--- config.mk ---
export PLATFORM = sky130hd
export DESIGN_NAME = filter_feed_controller_flat
export DESIGN_NICKNAME = d
export VERILOG_FILES = /design/src/rtl/filter_feed_controller_if.sv /design/src/rtl/filter_feed_controller.sv /design/src/flat_wrapper.sv
export SDC_FILE = /design/constraint.sdc
export NUM_CORES = 1
export LEC_CHECK = 0
export CORE_UTILIZATION = 35
export DETAILED_ROUTE_END_ITERATION = 16
export PLACE_DENSITY = 0.61
export SLEW_MARGIN = 0
export SYNTH_ARGS = -nofsm -noshare
export SYNTH_HDL_FRONTEND = slang
export SYNTH_SLANG_ARGS = --single-unit
export TNS_END_PERCENT = 1
--- constraint.sdc ---
create_clock -name clk -period 4.2 [get_ports clk]
set_clock_uncertainty 0.05 [all_clocks]
set_input_delay 1.26 -clock clk [delete_from_list [all_inputs] [get_ports clk]]
set_output_delay 1.26 -clock clk [all_outputs]
set_load 0.01 [all_outputs]
--- src/rtl/filter_feed_controller_if.sv ---
// Bundle between filter_feed_controller, the home/neighbour cell memories and filter_dispatcher.
// master: controller side; slave: cell controller / memories / dispatcher side.
interface filter_feed_controller_if #(
    parameter int unsigned ADDR_WIDTH     = 8,
    parameter int unsigned PAIR_CNT_WIDTH = 16
);
    logic                      i_start;
    logic [ADDR_WIDTH:0]       i_home_count;
    logic [ADDR_WIDTH:0]       i_nb_count;
    logic                      o_home_rd_en;
    logic [ADDR_WIDTH-1:0]     o_home_rd_addr;
    logic                      o_nb_rd_en;
    logic [ADDR_WIDTH-1:0]     o_nb_rd_addr;
    logic                      o_home_data_valid;
    logic                      o_nb_data_valid;
    logic                      i_dispatcher_back_pressure;
    logic                      i_dispatcher_buffer_empty;
    logic                      o_busy;
    logic                      o_done;
    logic [PAIR_CNT_WIDTH-1:0] o_pair_count;

    modport master (
        input  i_start, i_home_count, i_nb_count,
        input  i_dispatcher_back_pressure, i_dispatcher_buffer_empty,
        output o_home_rd_en, o_home_rd_addr, o_nb_rd_en, o_nb_rd_addr,
        output o_home_data_valid, o_nb_data_valid, o_busy, o_done, o_pair_count
    );

    modport slave (
        output i_start, i_home_count, i_nb_count,
        output i_dispatcher_back_pressure, i_dispatcher_buffer_empty,
        input  o_home_rd_en, o_home_rd_addr, o_nb_rd_en, o_nb_rd_addr,
        input  o_home_data_valid, o_nb_data_valid, o_busy, o_done, o_pair_count
    );
endinterface

--- src/rtl/filter_feed_controller.sv ---
// Sequences one home-cell vs neighbour-cell pass into filter_dispatcher: one home read per
// home particle, then every neighbour particle streamed under dispatcher back-pressure.
module filter_feed_controller #(
    parameter int unsigned ADDR_WIDTH     = 8,
    parameter int unsigned PAIR_CNT_WIDTH = 16
) (
    input logic                      clk,
    input logic                      rst,
    filter_feed_controller_if.master bus
);
    localparam int unsigned CNT_WIDTH = ADDR_WIDTH + 1;

    typedef enum logic [2:0] {
        IDLE, HOME_RD, HOME_WAIT, NB_STREAM, NEXT_HOME, DRAIN, DONE
    } state_t;

    state_t                    state, state_d;
    logic [CNT_WIDTH-1:0]      home_cnt, home_cnt_d, nb_cnt, nb_cnt_d;
    logic [CNT_WIDTH-1:0]      home_idx, home_idx_d, nb_idx, nb_idx_d;
    logic [CNT_WIDTH-1:0]      home_idx_inc, nb_last;
    logic                      home_rd_en, home_rd_en_d, nb_rd_en, nb_rd_en_d;
    logic [ADDR_WIDTH-1:0]     home_rd_addr, home_rd_addr_d, nb_rd_addr, nb_rd_addr_d;
    logic                      busy, busy_d, done, done_d;
    logic [PAIR_CNT_WIDTH-1:0] pair_cnt, pair_cnt_d;
    logic                      home_valid, nb_valid;

    assign home_idx_inc = home_idx + CNT_WIDTH'(1);
    assign nb_last      = nb_cnt - CNT_WIDTH'(1);

    // Outputs are registered, so each branch computes what is presented in the next cycle.
    // HOME_WAIT already makes the first neighbour decision, giving a 2-cycle home->nb valid lead.
    always_comb begin
        state_d        = state;
        home_cnt_d     = home_cnt;
        nb_cnt_d       = nb_cnt;
        home_idx_d     = home_idx;
        nb_idx_d       = nb_idx;
        home_rd_en_d   = 1'b0;
        home_rd_addr_d = home_rd_addr;
        nb_rd_en_d     = 1'b0;
        nb_rd_addr_d   = nb_rd_addr;
        busy_d         = busy;
        done_d         = 1'b0;
        pair_cnt_d     = pair_cnt;
        case (state)
            IDLE: begin
                if (bus.i_start) begin
                    home_cnt_d = bus.i_home_count;
                    nb_cnt_d   = bus.i_nb_count;
                    home_idx_d = '0;
                    nb_idx_d   = '0;
                    pair_cnt_d = '0;
                    busy_d     = 1'b1;
                    if (bus.i_home_count == '0 || bus.i_nb_count == '0) begin
                        state_d = DRAIN;
                    end else begin
                        state_d        = HOME_RD;
                        home_rd_en_d   = 1'b1;
                        home_rd_addr_d = '0;
                    end
                end
            end
            HOME_RD: state_d = HOME_WAIT;
            HOME_WAIT, NB_STREAM: begin
                state_d = NB_STREAM;
                if (!bus.i_dispatcher_back_pressure) begin
                    nb_rd_en_d   = 1'b1;
                    nb_rd_addr_d = nb_idx[ADDR_WIDTH-1:0];
                    nb_idx_d     = nb_idx + CNT_WIDTH'(1);
                    if (pair_cnt != '1) begin
                        pair_cnt_d = pair_cnt + PAIR_CNT_WIDTH'(1);
                    end
                    if (nb_idx == nb_last) begin
                        state_d = NEXT_HOME;
                    end
                end
            end
            NEXT_HOME: begin
                home_idx_d = home_idx_inc;
                nb_idx_d   = '0;
                if (home_idx_inc == home_cnt) begin
                    state_d = DRAIN;
                end else begin
                    state_d        = HOME_RD;
                    home_rd_en_d   = 1'b1;
                    home_rd_addr_d = home_idx_inc[ADDR_WIDTH-1:0];
                end
            end
            DRAIN: begin
                if (bus.i_dispatcher_buffer_empty && !nb_valid && !nb_rd_en) begin
                    state_d = DONE;
                    done_d  = 1'b1;
                    busy_d  = 1'b0;
                end
            end
            DONE:    state_d = IDLE;
            default: state_d = IDLE;
        endcase
    end

    always_ff @(posedge clk or posedge rst) begin
        if (rst) begin
            state        <= IDLE;
            home_cnt     <= '0;
            nb_cnt       <= '0;
            home_idx     <= '0;
            nb_idx       <= '0;
            home_rd_en   <= 1'b0;
            home_rd_addr <= '0;
            nb_rd_en     <= 1'b0;
            nb_rd_addr   <= '0;
            busy         <= 1'b0;
            done         <= 1'b0;
            pair_cnt     <= '0;
            home_valid   <= 1'b0;
            nb_valid     <= 1'b0;
        end else begin
            state        <= state_d;
            home_cnt     <= home_cnt_d;
            nb_cnt       <= nb_cnt_d;
            home_idx     <= home_idx_d;
            nb_idx       <= nb_idx_d;
            home_rd_en   <= home_rd_en_d;
            home_rd_addr <= home_rd_addr_d;
            nb_rd_en     <= nb_rd_en_d;
            nb_rd_addr   <= nb_rd_addr_d;
            busy         <= busy_d;
            done         <= done_d;
            pair_cnt     <= pair_cnt_d;
            home_valid   <= home_rd_en;
            nb_valid     <= nb_rd_en;
        end
    end

    assign bus.o_home_rd_en      = home_rd_en;
    assign bus.o_home_rd_addr    = home_rd_addr;
    assign bus.o_nb_rd_en        = nb_rd_en;
    assign bus.o_nb_rd_addr      = nb_rd_addr;
    assign bus.o_home_data_valid = home_valid;
    assign bus.o_nb_data_valid   = nb_valid;
    assign bus.o_busy            = busy;
    assign bus.o_done            = done;
    assign bus.o_pair_count      = pair_cnt;
endmodule

--- src/flat_wrapper.sv ---
// flat-port wrapper written by rule: the top's interface ports become plain ports
module filter_feed_controller_flat 
#(
    parameter int unsigned ADDR_WIDTH     = 8,
    parameter int unsigned PAIR_CNT_WIDTH = 16
)
  (clk, rst, bus_i_start, bus_i_home_count, bus_i_nb_count, bus_i_dispatcher_back_pressure, bus_i_dispatcher_buffer_empty, bus_o_home_rd_en, bus_o_home_rd_addr, bus_o_nb_rd_en, bus_o_nb_rd_addr, bus_o_home_data_valid, bus_o_nb_data_valid, bus_o_busy, bus_o_done, bus_o_pair_count);
  filter_feed_controller_if #(.ADDR_WIDTH(ADDR_WIDTH), .PAIR_CNT_WIDTH(PAIR_CNT_WIDTH)) bus_i ();
  input logic clk;
  input logic rst;
  input wire logic [$bits(bus_i.i_start)-1:0] bus_i_start;
  input wire logic [$bits(bus_i.i_home_count)-1:0] bus_i_home_count;
  input wire logic [$bits(bus_i.i_nb_count)-1:0] bus_i_nb_count;
  input wire logic [$bits(bus_i.i_dispatcher_back_pressure)-1:0] bus_i_dispatcher_back_pressure;
  input wire logic [$bits(bus_i.i_dispatcher_buffer_empty)-1:0] bus_i_dispatcher_buffer_empty;
  output wire logic [$bits(bus_i.o_home_rd_en)-1:0] bus_o_home_rd_en;
  output wire logic [$bits(bus_i.o_home_rd_addr)-1:0] bus_o_home_rd_addr;
  output wire logic [$bits(bus_i.o_nb_rd_en)-1:0] bus_o_nb_rd_en;
  output wire logic [$bits(bus_i.o_nb_rd_addr)-1:0] bus_o_nb_rd_addr;
  output wire logic [$bits(bus_i.o_home_data_valid)-1:0] bus_o_home_data_valid;
  output wire logic [$bits(bus_i.o_nb_data_valid)-1:0] bus_o_nb_data_valid;
  output wire logic [$bits(bus_i.o_busy)-1:0] bus_o_busy;
  output wire logic [$bits(bus_i.o_done)-1:0] bus_o_done;
  output wire logic [$bits(bus_i.o_pair_count)-1:0] bus_o_pair_count;
  assign bus_i.i_start = bus_i_start;
  assign bus_i.i_home_count = bus_i_home_count;
  assign bus_i.i_nb_count = bus_i_nb_count;
  assign bus_i.i_dispatcher_back_pressure = bus_i_dispatcher_back_pressure;
  assign bus_i.i_dispatcher_buffer_empty = bus_i_dispatcher_buffer_empty;
  assign bus_o_home_rd_en = bus_i.o_home_rd_en;
  assign bus_o_home_rd_addr = bus_i.o_home_rd_addr;
  assign bus_o_nb_rd_en = bus_i.o_nb_rd_en;
  assign bus_o_nb_rd_addr = bus_i.o_nb_rd_addr;
  assign bus_o_home_data_valid = bus_i.o_home_data_valid;
  assign bus_o_nb_data_valid = bus_i.o_nb_data_valid;
  assign bus_o_busy = bus_i.o_busy;
  assign bus_o_done = bus_i.o_done;
  assign bus_o_pair_count = bus_i.o_pair_count;
  filter_feed_controller #(.ADDR_WIDTH(ADDR_WIDTH), .PAIR_CNT_WIDTH(PAIR_CNT_WIDTH)) u_core (.clk(clk), .rst(rst), .bus(bus_i));
endmodule
Word-level counts from Yosys, hierarchy flattened --
Cells that the tools add are included.
Operators by class: bitwise logic cells 1, equal/unequal tests 14, muxes and demuxes 30, add/sub/neg operators 4, reductions and logical operators 21
Operators by type and width (number):
- $mux W16 | 3
- $pmux W16 S2 | 1
- $pmux W9 S3 | 1
- $mux W8 | 3
- $add A9 B1 Y9 const B | 2
- $eq A9 B9 Y1 | 2
- $logic_not A9 Y1 | 2
- $mux W3 | 6
- $mux W9 | 2
- $pmux W9 S2 | 1
- $add A16 B1 Y16 const B | 1
- $ne A16 B16 Y1 const B | 1
- $pmux W8 S2 | 1
- $pmux W3 S5 | 1
- $mux W1 | 9
- $sub A9 B1 Y9 const B | 1
- $ne A2 B2 Y1 const B | 4
- $reduce_and A2 Y1 | 4
- $reduce_and A4 Y1 | 2
- $eq A3 B2 Y1 const B | 2
- $eq A3 B3 Y1 const B | 2
- $reduce_and A3 Y1 | 2
- $reduce_bool A2 Y1 | 3
- $ne A2 B1 Y1 const B | 2
- other kinds (9) | 12
Word-level totals: bits in registers 77, word-level logic and storage cells 84, input bits 23, output and inout port bits 38

Longest topological paths before layout --
Gate-level depths: netlist (run 1).
word-level depth 5, depth in mapped cells 8, gate-level depth less buffers 8

Least setup slack after synthesis (run 1) --
OpenSTA, ideal clock, no wires.
path kind input -> register, start input port bus_i_start, end register u_core.home_rd_addr[3], in the netlist u_core.bus.o_home_rd_addr[3], library setup time 0.125 ns, data arrival time 2.586 ns, stages on the path 6, path slack 1.439 ns, path buffers 2, required time 4.025 ns, path through or4b_1 > buf_6 > or2_1 > buf_6 > and2_4 > mux2_4
Between the ends: word-level cells in the longest chain between the ends 2
Ends and longest elaborated chain:
- from (decl) | RTL line flat_wrapper.sv:11 | input wire logic [$bits(bus_i.i_start)-1:0] bus_i_start;
- $ne A2 B2 Y1 (no line)
- $reduce_and A4 Y1 (no line)
- to (signal assigned) | RTL line filter_feed_controller.sv:124 | home_rd_addr <= home_rd_addr_d;
- to (decl) | RTL line filter_feed_controller.sv:22 | logic [ADDR_WIDTH-1:0] home_rd_addr, home_rd_addr_d, nb_rd_addr, nb_rd_addr_d;
Every way passes these cells. A chain may end at the register's enable or synchronous reset.

Worst setup path in the final report (run 1) --
start input port bus_i_dispatcher_back_pressure, end register u_core.pair_cnt[0], in the netlist u_core.bus.o_pair_count[0]
Between the ends: word-level cells in the longest chain between the ends 2
Ends and longest elaborated chain:
- from (decl) | RTL line flat_wrapper.sv:14 | input wire logic [$bits(bus_i.i_dispatcher_back_pressure)-1:0] bus_i_dispatcher_back_pressure;
- $ne A2 B2 Y1 (no line)
- $reduce_and A4 Y1 (no line)
- to (signal assigned) | RTL line filter_feed_controller.sv:129 | pair_cnt <= pair_cnt_d;
- to (decl) | RTL line filter_feed_controller.sv:24 | logic [PAIR_CNT_WIDTH-1:0] pair_cnt, pair_cnt_d;
Every way passes these cells.

==> flow_summary.toml, run 1 <==
[status]
run_status = "complete, no violations"

[run]
max_cap_viol_count = 0

[critical_path]
timing.critical_path.from_type = "input pin"
cp-end-kind = "flip-flop"
critical_path_peak_fanout = 16
worst-endpoint-required_ps = 4390
cp_data_arrival_time_ps = 3360
crit_type = "input pin to flip-flop"

[pwr]
p_leak_nw = 2.11
power_switching_uw = 884
power.clock.fraction = 0.219
sequentialPowerShare = 0.463
p_int_mw = 1.66
vdd_drop_max_v = 0.000188
power_density_mw_per_mm2 = 527
sw_frac_of_total = 0.347
comb_power_share = 0.318

[timing]
finalHoldViolations = 0
timing.fmax_mhz = 316
tns_ps = 0
maxSlewViolCount = 0
finalSetupViolCount = 0
finalWorstPathRequiredPeriod_ps = 3160
fin_crit_sh = 0.753
worst_slew_margin_rel = 0.414
worst-slew-pin-transition_ps = 872
worst_path_setup_slack_after_routing_ps = 1040
rsz0062_at_grt = "false"

[synth]
compound_gate_portion_of_the_synthesized_area = 0.0668
synth.distinct_cells = 52
postSynthRegisterBits = 77
synth.net_count = 426
yosysWarnings = 0
synth_simple_gate_area_frac = 0.222
post_synth_fa_ha_maj_area_fraction = 0.0128
edff_count_synth = 0
count_of_mapped_cells_out_of_synthesis = 399
postSynthAreaPerCell_sq_um = 9.77
mux_cell_area_share_after_synthesis = 0.0623
post_synth_xor_area_fraction = 0.107
synth.yosys.seq_area_share = 0.494
dominant_combinational_cell_family_by_area_after_synthesis = "simple AND/OR/NAND/NOR gates"
top_cell_type_by_total_area_after_synthesis = "sky130_fd_sc_hd__dfrtp_1"
asyncSetResetFlopFracSynth = 1.00
yosysMostFrequentCell = "sky130_fd_sc_hd__dfrtp_1"
synth_top_cells_by_area = "sky130_fd_sc_hd__dfrtp_1 49%, sky130_fd_sc_hd__nand2_1 6.9%, sky130_fd_sc_hd__xnor2_1 5.8%"
synth_largest_type_area_fraction = 0.494
syn_area_sq_mm = 0.00390
synth_commonest_cells = "77 x sky130_fd_sc_hd__dfrtp_1, 72 x sky130_fd_sc_hd__nand2_1, 39 x sky130_fd_sc_hd__nor2_1"
synth_top_flop_cell = "sky130_fd_sc_hd__dfrtp_1"

[placed_design]
gpl.final_weighted_congestion = 0.756
detailedPlace.worstSlack_ps = 654
place_area_sq_mm = 0.00463
dp.final_hpwl_um = 6220
portBuffers = 60

[cts]
clock_latency_ps = 350
cts_repair_resize_count = 0
cts_inserted_buffers = 9
cts_setup_buffers = 0
cts.hold.buffers_added = 0
numClockSinks = 77
cts_max_level = 3
ctsRootBufferMaster = "sky130_fd_sc_hd__clkbuf_8"
clock_tree_from_tritoncts = "done"
clk_pin_slew_worst_paths_ps = 90
clk_path_buf_depth = 2

[floorplan]
top_level_ports = 61
die_w_um = 108
fp.dieH_um = 108
design.core.area_sq_mm = 0.0108
fp.dieArea_sq_mm = 0.0116
start_util = 0.360
fp-row-count = 38

[finish]
fin_nets = 483
drive_gt1_frac = 0.0998
flow.area_growth_from_synthesis_pct = 23.8
area_occupied_by_multi_input_gates_sq_mm = 0.00184
n_fill_cell = 1089
n_antenna_cell = 0
sequential_cell_area_sq_mm = 0.00193
final_area_sq_mm = 0.00483

[route]
drt-pass1-iter-count = 4
detailed_route_drc_error_count = 0
post_route_ant_nets = 0
detail_route.wirelength_um = 8490
routedWlPerCell_um = 14.1
vias_per_cell = 4.94
drt-initial-drc-count = 99
via_count = 2971

[global_routing]
largest_net_degree_at_the_start_of_global_routing = 45
antenna_found_initial = 0
grt_pass1_vias = 2894
grt_pass1_wl_um = 14000
groute.usage.overall = 0.156
grt_overflow = 0

[worst_hold_path]
hold_path_class = "flip-flop to flip-flop"
==> critical path, stage by stage <==
cell and delay, ps:
sky130_fd_sc_hd__clkdlybuf4s50_1 450, sky130_fd_sc_hd__or3b_1 640, sky130_fd_sc_hd__inv_1 370, sky130_fd_sc_hd__o31a_1 280
sky130_fd_sc_hd__nor2_1 70, sky130_fd_sc_hd__mux2_2 270
==> flip-flops by register name, summed over array words and instances (netlist names), 3 cells and up <==
signal,count
u_core.state,3
u_core.bus.o_home_rd_addr,8
u_core.home_cnt,9
u_core.home_idx,9
u_core.bus.o_nb_rd_addr,8
u_core.nb_idx,9
u_core.nb_cnt,9
u_core.bus.o_pair_count,16
==> metrics by stage <==
step,cells,power [mW],util,hold WS (ps)
6_report,601,2.54,0.445,331
5_1_grt,601,2.71,0.445,344
4_1_cts,601,2.57,0.445,334
3_5_place_dp,585,2.01,0.428,316
3_3_place_gp,585,1.98,0.428,312
2_1_floorplan,399,1.69,-,366
==> cells in the final DEF, fill, tap and decap left out, drive strengths merged, types with 3 or more instances in the layout <==
cell / netlist / layout
nor3: 16 / 16
o31ai: 5 / 5
clkbuf: 11 / 11
clkinv: 0 / 4
nor2: 39 / 39
xnor2: 26 / 26
nand3: 15 / 15
mux2: 15 / 15
buf: 7 / 4
inv: 13 / 13
nand2: 72 / 72
nand4: 11 / 11
mux2i: 7 / 7
o21ai: 23 / 23
dfrtp: 77 / 77
and3: 5 / 5
nor4: 3 / 3
ha: 4 / 4
clkdlybuf4s50: 0 / 60
nor3b: 3 / 3
xor2: 19 / 19
==> final timing paths <==
path	start	end	slack, ps	cells after the start
min in group asynchronous	rst	u_core.bus.o_home_data_valid$_DFF_PP0_	1310	2
setup / recovery	bus_i_dispatcher_back_pressure	u_core.bus.o_pair_count[0]$_DFFE_PP0P_	1040	6
hold reg to reg	u_core.bus.o_home_rd_en$_DFF_PP0_	u_core.bus.o_home_data_valid$_DFF_PP0_	330	0
hold / removal	u_core.bus.o_home_rd_en$_DFF_PP0_	u_core.bus.o_home_data_valid$_DFF_PP0_	330	0
max in group asynchronous	rst	u_core.state[2]$_DFFE_PP0P_	2090	3
setup reg to reg	u_core.home_idx[0]$_DFFE_PP0P_	u_core.bus.o_home_rd_addr[3]$_DFFE_PP0P_	1740	7
==> per-layer routing <==
layer | routed length [um] | up-vias | track usage
met5 | 0 | - | 0
met4 | 86 | 0 | 0.0470
met3 | 281 | 7 | 0.0345
met2 | 4020 | 50 | 0.258
met1 | 4100 | 1442 | 0.204
li1 | - | 1472 | -
==> cells by family (layout without fill, tap and decap cells) <==
family,count (synthesis),after routing
flops,77,77
simple gates,179,179
mux,22,22
buf+inv,31,93
fa+ha+maj,4,4
compound gates,40,40
xor+xnor,46,46
==> power groups by stage <==
stage / Combinational [mW] / Clock [mW] / Sequential [mW]
floorplan: 0.556 / 0 / 1.14
global placement: 0.791 / 0 / 1.19
detailed placement: 0.821 / 0 / 1.19
CTS: 0.821 / 0.573 / 1.18
global route: 0.898 / 0.600 / 1.22
finish: 0.809 / 0.557 / 1.18
==> cell type report <==
type | count | area share
Tap cell | 140 | 0.0363
Clock buffer | 11 | 0.0293
Timing Repair Buffer | 64 | 0.133
Sequential cell | 77 | 0.399
Clock inverter | 5 | 0.0104
Inverter | 13 | 0.0101
Multi-Input combinational cell | 291 | 0.381
(Power assumes the default switching activity.)
==> run 2: changes to the inputs <==
==> constraint.sdc (replaced) <==
create_clock -name clk -period 3.2 [get_ports clk]
set_clock_uncertainty 0.05 [all_clocks]
set_input_delay 0.96 -clock clk [delete_from_list [all_inputs] [get_ports clk]]
set_output_delay 0.96 -clock clk [all_outputs]
set_load 0.01 [all_outputs]
==> flow_summary.toml, run 2 (synthesized netlist as in run 1, its figures left out) <==
[status]
run_status = "complete, no violations"

[finish]
n_antenna_cell = 0
n_fill_cell = 1070
drive_gt1_frac = 0.111
flow.area_growth_from_synthesis_pct = 26.5
layout.cells.most_common = "sky130_fd_sc_hd__dfrtp_1"
largest_register_ffs = 16
fin_nets = 489
layout.cells.most_common_list = "77 x sky130_fd_sc_hd__dfrtp_1, 72 x sky130_fd_sc_hd__nand2_1, 60 x sky130_fd_sc_hd__clkdlybuf4s50_1"

[route]
drt-initial-drc-count = 113
detailed_route_drc_error_count = 0
post_route_ant_nets = 0
detail_route.wirelength_um = 8290
routedWlPerCell_um = 13.7
vias_per_cell = 4.98
drt-pass1-iter-count = 4
via_count = 3022

[cts]
ctsRootBufferMaster = "sky130_fd_sc_hd__clkbuf_8"
clock_tree_from_tritoncts = "done"
cts_repair_resize_count = 0
cts_setup_buffers = 0
clk_pin_slew_worst_paths_ps = 80
cts.hold.buffers_added = 0
numClockSinks = 77
clock_latency_ps = 360
cts_max_level = 3
cts_inserted_buffers = 9
clk_path_buf_depth = 2

[critical_path]
reg2reg_setup_slack_ps = 710
worst_r2r_path_depth = 7
critical_path_peak_fanout = 8
cp-startpoint = "bus_i_home_count[4]"
start_of_the_worst_register_to_register_path = "u_core.home_idx[0]$_DFFE_PP0P_"
cp-end-kind = "flip-flop"
worst-endpoint-required_ps = 3420
crit_type = "input pin to flip-flop"
timing.critical_path.from_type = "input pin"
cp_data_arrival_time_ps = 2790
endpoint_of_the_lowest_slack_register_to_register_path = "u_core.bus.o_home_rd_addr[3]$_DFFE_PP0P_"
crit_path_end = "u_core.bus.o_home_rd_addr[6]$_DFFE_PP0P_"

[placed_design]
portBuffers = 60
gpl.final_weighted_congestion = 0.832
dp.final_hpwl_um = 6010
detailedPlace.worstSlack_ps = 250

[timing]
fin_crit_sh = 0.803
worst_path_setup_slack_after_routing_ps = 631
rsz0062_at_grt = "false"
timing.fmax_mhz = 389
tns_ps = 0
worst_slew_margin_rel = 0.662
worst-slew-pin-transition_ps = 506
finalHoldViolations = 0
finalWorstPathRequiredPeriod_ps = 2570
finalSetupViolCount = 0
maxSlewViolCount = 0

[global_routing]
grt_overflow = 0
groute.usage.overall = 0.159
antenna_found_initial = 0
grt_pass1_wl_um = 14200
largest_net_degree_at_the_start_of_global_routing = 78
grt_pass1_vias = 2895

[floorplan]
design.core.area_sq_mm = 0.0108
top_level_ports = 61
fp.dieArea_sq_mm = 0.0116
start_util = 0.360
die_w_um = 108
fp.dieH_um = 108
fp-row-count = 38

[pwr]
power_density_mw_per_mm2 = 710
vdd_drop_max_v = 0.000264
total_power_mw = 3.50
p_leak_nw = 2.16
comb_power_share = 0.305
p_int_mw = 2.33
power_switching_mw = 1.17
sequentialPowerShare = 0.441
sw_frac_of_total = 0.335
power.clock.fraction = 0.254

[run]
max_cap_viol_count = 0

[worst_hold_path]
hold_path_class = "flip-flop to flip-flop"
worst_hold_path.num_cells = 0
min-delay-start = "u_core.bus.o_home_rd_en$_DFF_PP0_"
run 2: power groups by stage:
stage	logic, mW	registers (mW)	clock network (mW)
3_5_place_dp	1.08	1.56	0
5_1_grt	1.20	1.59	0.958
4_1_cts	1.08	1.54	0.902
6_report	1.07	1.54	0.888
2_1_floorplan	0.730	1.49	0
3_3_place_gp	1.05	1.56	0
run 2: worst min path at each step:
stage,slack [ps],end
2_1_floorplan,370,u_core.bus.o_home_data_valid$_DFF_PP0_
3_3_place_gp,310,u_core.bus.o_home_data_valid$_DFF_PP0_
3_5_place_dp,330,u_core.bus.o_home_data_valid$_DFF_PP0_
4_1_cts,340,u_core.bus.o_home_data_valid$_DFF_PP0_
5_1_grt,350,u_core.bus.o_home_data_valid$_DFF_PP0_
6_report,330,u_core.bus.o_home_data_valid$_DFF_PP0_
run 2: final cells by class:
| type | count | area (sq um) | share of cell area |
|---|---|---|---|
| flip-flops and latches | 77 | 1930 | 0.391 |
| multi-input cells | 291 | 1840 | 0.373 |
| repair buffers | 70 | 701 | 0.142 |
| well taps | 140 | 175 | 0.0355 |
| clock buffers | 10 | 128 | 0.0259 |
| clock inverters | 6 | 111 | 0.0226 |
| inverters | 13 | 48.8 | 0.00990 |
run 2: metrics by stage:
stage / instances / util / instance area (sq um) / hold WS (ps)
floorplan: 399 / - / 3900 / 366
global placement: 591 / 0.433 / 4690 / 313
detailed placement: 591 / 0.433 / 4690 / 328
CTS: 607 / 0.455 / 4930 / 339
global route: 607 / 0.455 / 4930 / 350
finish: 607 / 0.455 / 4930 / 327
run 2: worst max-delay path: stages:
cell	delay, ps
sky130_fd_sc_hd__clkdlybuf4s50_1	420
sky130_fd_sc_hd__nor4_1	290
sky130_fd_sc_hd__nand2_1	120
sky130_fd_sc_hd__o41ai_1	330
sky130_fd_sc_hd__buf_4	190
sky130_fd_sc_hd__or2_1	160
sky130_fd_sc_hd__buf_12	130
sky130_fd_sc_hd__nand2_1	50
sky130_fd_sc_hd__mux2i_1	140
run 2: routing by layer:
layer,wire length [um],track usage,share of wire,vias up
li1,-,-,-,1496
met1,4060,0.218,0.49,1450
met2,3800,0.242,0.46,66
met3,307,0.0345,0.037,10
met4,116,0.0646,0.014,0
met5,0,0,0,-
==> run 3: changes to the inputs <==
==> constraint.sdc (replaced) <==
create_clock -name clk -period 2.7 [get_ports clk]
set_clock_uncertainty 0.05 [all_clocks]
set_input_delay 0.81 -clock clk [delete_from_list [all_inputs] [get_ports clk]]
set_output_delay 0.81 -clock clk [all_outputs]
set_load 0.01 [all_outputs]
==> flow_summary.toml, run 3 (synthesized netlist as in run 1, its figures left out) <==
[route]
vias_per_cell = 4.95
detail_route.wirelength_um = 8350
routedWlPerCell_um = 13.6
drt-initial-drc-count = 81
drt-pass1-iter-count = 10
via_count = 3033
detailed_route_drc_error_count = 1
post_route_ant_nets = 0

[cts]
ctsRootBufferMaster = "sky130_fd_sc_hd__clkbuf_8"
clk_pin_slew_worst_paths_ps = 80
clock_latency_ps = 360
clock_tree_from_tritoncts = "done"
cts.hold.buffers_added = 0
clk_path_buf_depth = 2
cts_inserted_buffers = 9
cts_max_level = 3
numClockSinks = 77

[critical_path]
critPathMaxStageDelay_ps = 420
crit_slowest_cell = "sky130_fd_sc_hd__clkdlybuf4s50_1"
timing.critical_path.cells = "clkdlybuf4s50_1, nor4_1, nand2_1, o41ai_2, buf_4, or2_1, buf_12, nand2_1, mux2i_1"
crit_type = "input pin to flip-flop"
cp_data_arrival_time_ps = 2630
critical_path_peak_fanout = 8
reg2reg_setup_slack_ps = 350
endpoint_of_the_lowest_slack_register_to_register_path = "u_core.bus.o_home_rd_addr[6]$_DFFE_PP0P_"
cp-end-kind = "flip-flop"
start_of_the_worst_register_to_register_path = "u_core.home_idx[0]$_DFFE_PP0P_"
worst-endpoint-required_ps = 2930
path_common_cell = "sky130_fd_sc_hd__nand2_1"
worst_r2r_path_depth = 8
timing.critical_path.from_type = "input pin"

[worst_hold_path]
hold_path_class = "flip-flop to flip-flop"
worst_hold_path.num_cells = 0
timing.hold.worst_endpoint = "u_core.bus.o_home_data_valid$_DFF_PP0_"
min-delay-start = "u_core.bus.o_home_rd_en$_DFF_PP0_"

[timing]
maxSlewViolCount = 0
rsz0062_at_grt = "false"
finalHoldViolations = 0
timing.fmax_mhz = 418
fin_crit_sh = 0.887
whs_ps = 332
worst_slew_margin_rel = 0.696
finalSetupViolCount = 0
finalWorstPathRequiredPeriod_ps = 2390
worst-slew-pin-transition_ps = 452

[global_routing]
grt_overflow = 0
antenna_found_initial = 0
grt_pass1_vias = 3011
groute.usage.overall = 0.162
grt_pass1_wl_um = 14500
largest_net_degree_at_the_start_of_global_routing = 78

[floorplan]
fp.dieArea_sq_mm = 0.0116
start_util = 0.360
die_w_um = 108
design.core.area_sq_mm = 0.0108
top_level_ports = 61
fp.dieH_um = 108
fp-row-count = 38

[pwr]
p_leak_nw = 2.19
power_density_mw_per_mm2 = 836
vdd_drop_max_v = 0.000303
total_power_mw = 4.17

[finish]
flow.area_growth_from_synthesis_pct = 28.0
drive_gt1_frac = 0.123
final_area_sq_mm = 0.00499
fin_nets = 495
final_design_utilization = 0.460
n_antenna_cell = 0
layout.cells.most_common = "sky130_fd_sc_hd__dfrtp_1"
layout.cells.most_common_list = "77 x sky130_fd_sc_hd__dfrtp_1, 72 x sky130_fd_sc_hd__nand2_1, 60 x sky130_fd_sc_hd__clkdlybuf4s50_1"
largest_register_ffs = 16

[placed_design]
gpl.final_weighted_congestion = 0.824
place_area_sq_mm = 0.00474
dp.final_hpwl_um = 6110
portBuffers = 60

[run]
max_cap_viol_count = 0

[status]
violations = "DRC"
run_status = "finished, violations left"
==> run 3: changes by cell type in the layout (fill, tap and decap cells not counted), sizes merged <==
cell	previous run	this run
buf	10	16
clkbuf	10	12
clkinv	2	1
inv	13	12
==> run 3: critical path: cells and delay by family <==
kind                   cells  cell delay (ps)
and+or+nand+nor            4              640
buffers and inverters      3              730
muxes                      1              130
AOI/OAI and AO/OA          1              320
==> run 3: what timing repair did <==
action / in CTS / in global routing
setup buffers: 0 / 0
gates resized for setup: 0 / 1
endpoints found under the setup margin: 0 / 1
==> run 3: final cells by class <==
class | instances | area [sq um]
clock buffer | 12 | 145
clock inverter | 4 | 95.1
fill | 1061 | 5850
inverter | 13 | 52.6
multi-input combinational | 291 | 1850
sequential | 77 | 1930
tap | 140 | 175
timing repair buffer | 76 | 746
==> run 3: routing by layer <==
metal | track usage | vias to the layer above | share of wire
met3 | 0.0375 | 14 | 0.038
met5 | 0 | - | 0
met2 | 0.241 | 55 | 0.44
met4 | 0.0646 | 0 | 0.018
met1 | 0.226 | 1468 | 0.50
li1 | - | 1496 | -
==> run 3: where the power goes <==
group          switching, mW  internal [mW]  leakage, nW
Combinational          0.597          0.689         1.09
Sequential             0.362           1.46        0.983
Clock                  0.421          0.639        0.121
Total                   1.38           2.79         2.19
==> run 3: worst max-delay path by stage <==
stage,from,to,depth (start not counted)
floorplan,bus_i_start,u_core.bus.o_home_rd_addr[3]$_DFFE_PP0P_,6
global placement,bus_i_home_count[4],u_core.bus.o_home_rd_addr[6]$_DFFE_PP0P_,9
detailed placement,bus_i_home_count[4],u_core.bus.o_home_rd_addr[1]$_DFFE_PP0P_,9
CTS,bus_i_home_count[4],u_core.bus.o_home_rd_addr[1]$_DFFE_PP0P_,9
global route,u_core.home_idx[0]$_DFFE_PP0P_,u_core.bus.o_home_rd_addr[1]$_DFFE_PP0P_,8
finish,bus_i_home_count[4],u_core.bus.o_home_rd_addr[6]$_DFFE_PP0P_,9
==> run 3: stage by stage <==
| step | cells | TNS (ps) | worst slack, ps |
|---|---|---|---|
| global placement | 597 | -1320 | -152 |
| CTS | 613 | 0 | 161 |
| detailed placement | 597 | -2040 | -214 |
| finish | 613 | 0 | 306 |
| floorplan | 399 | 0 | 389 |
| global route | 613 | 0 | 115 |
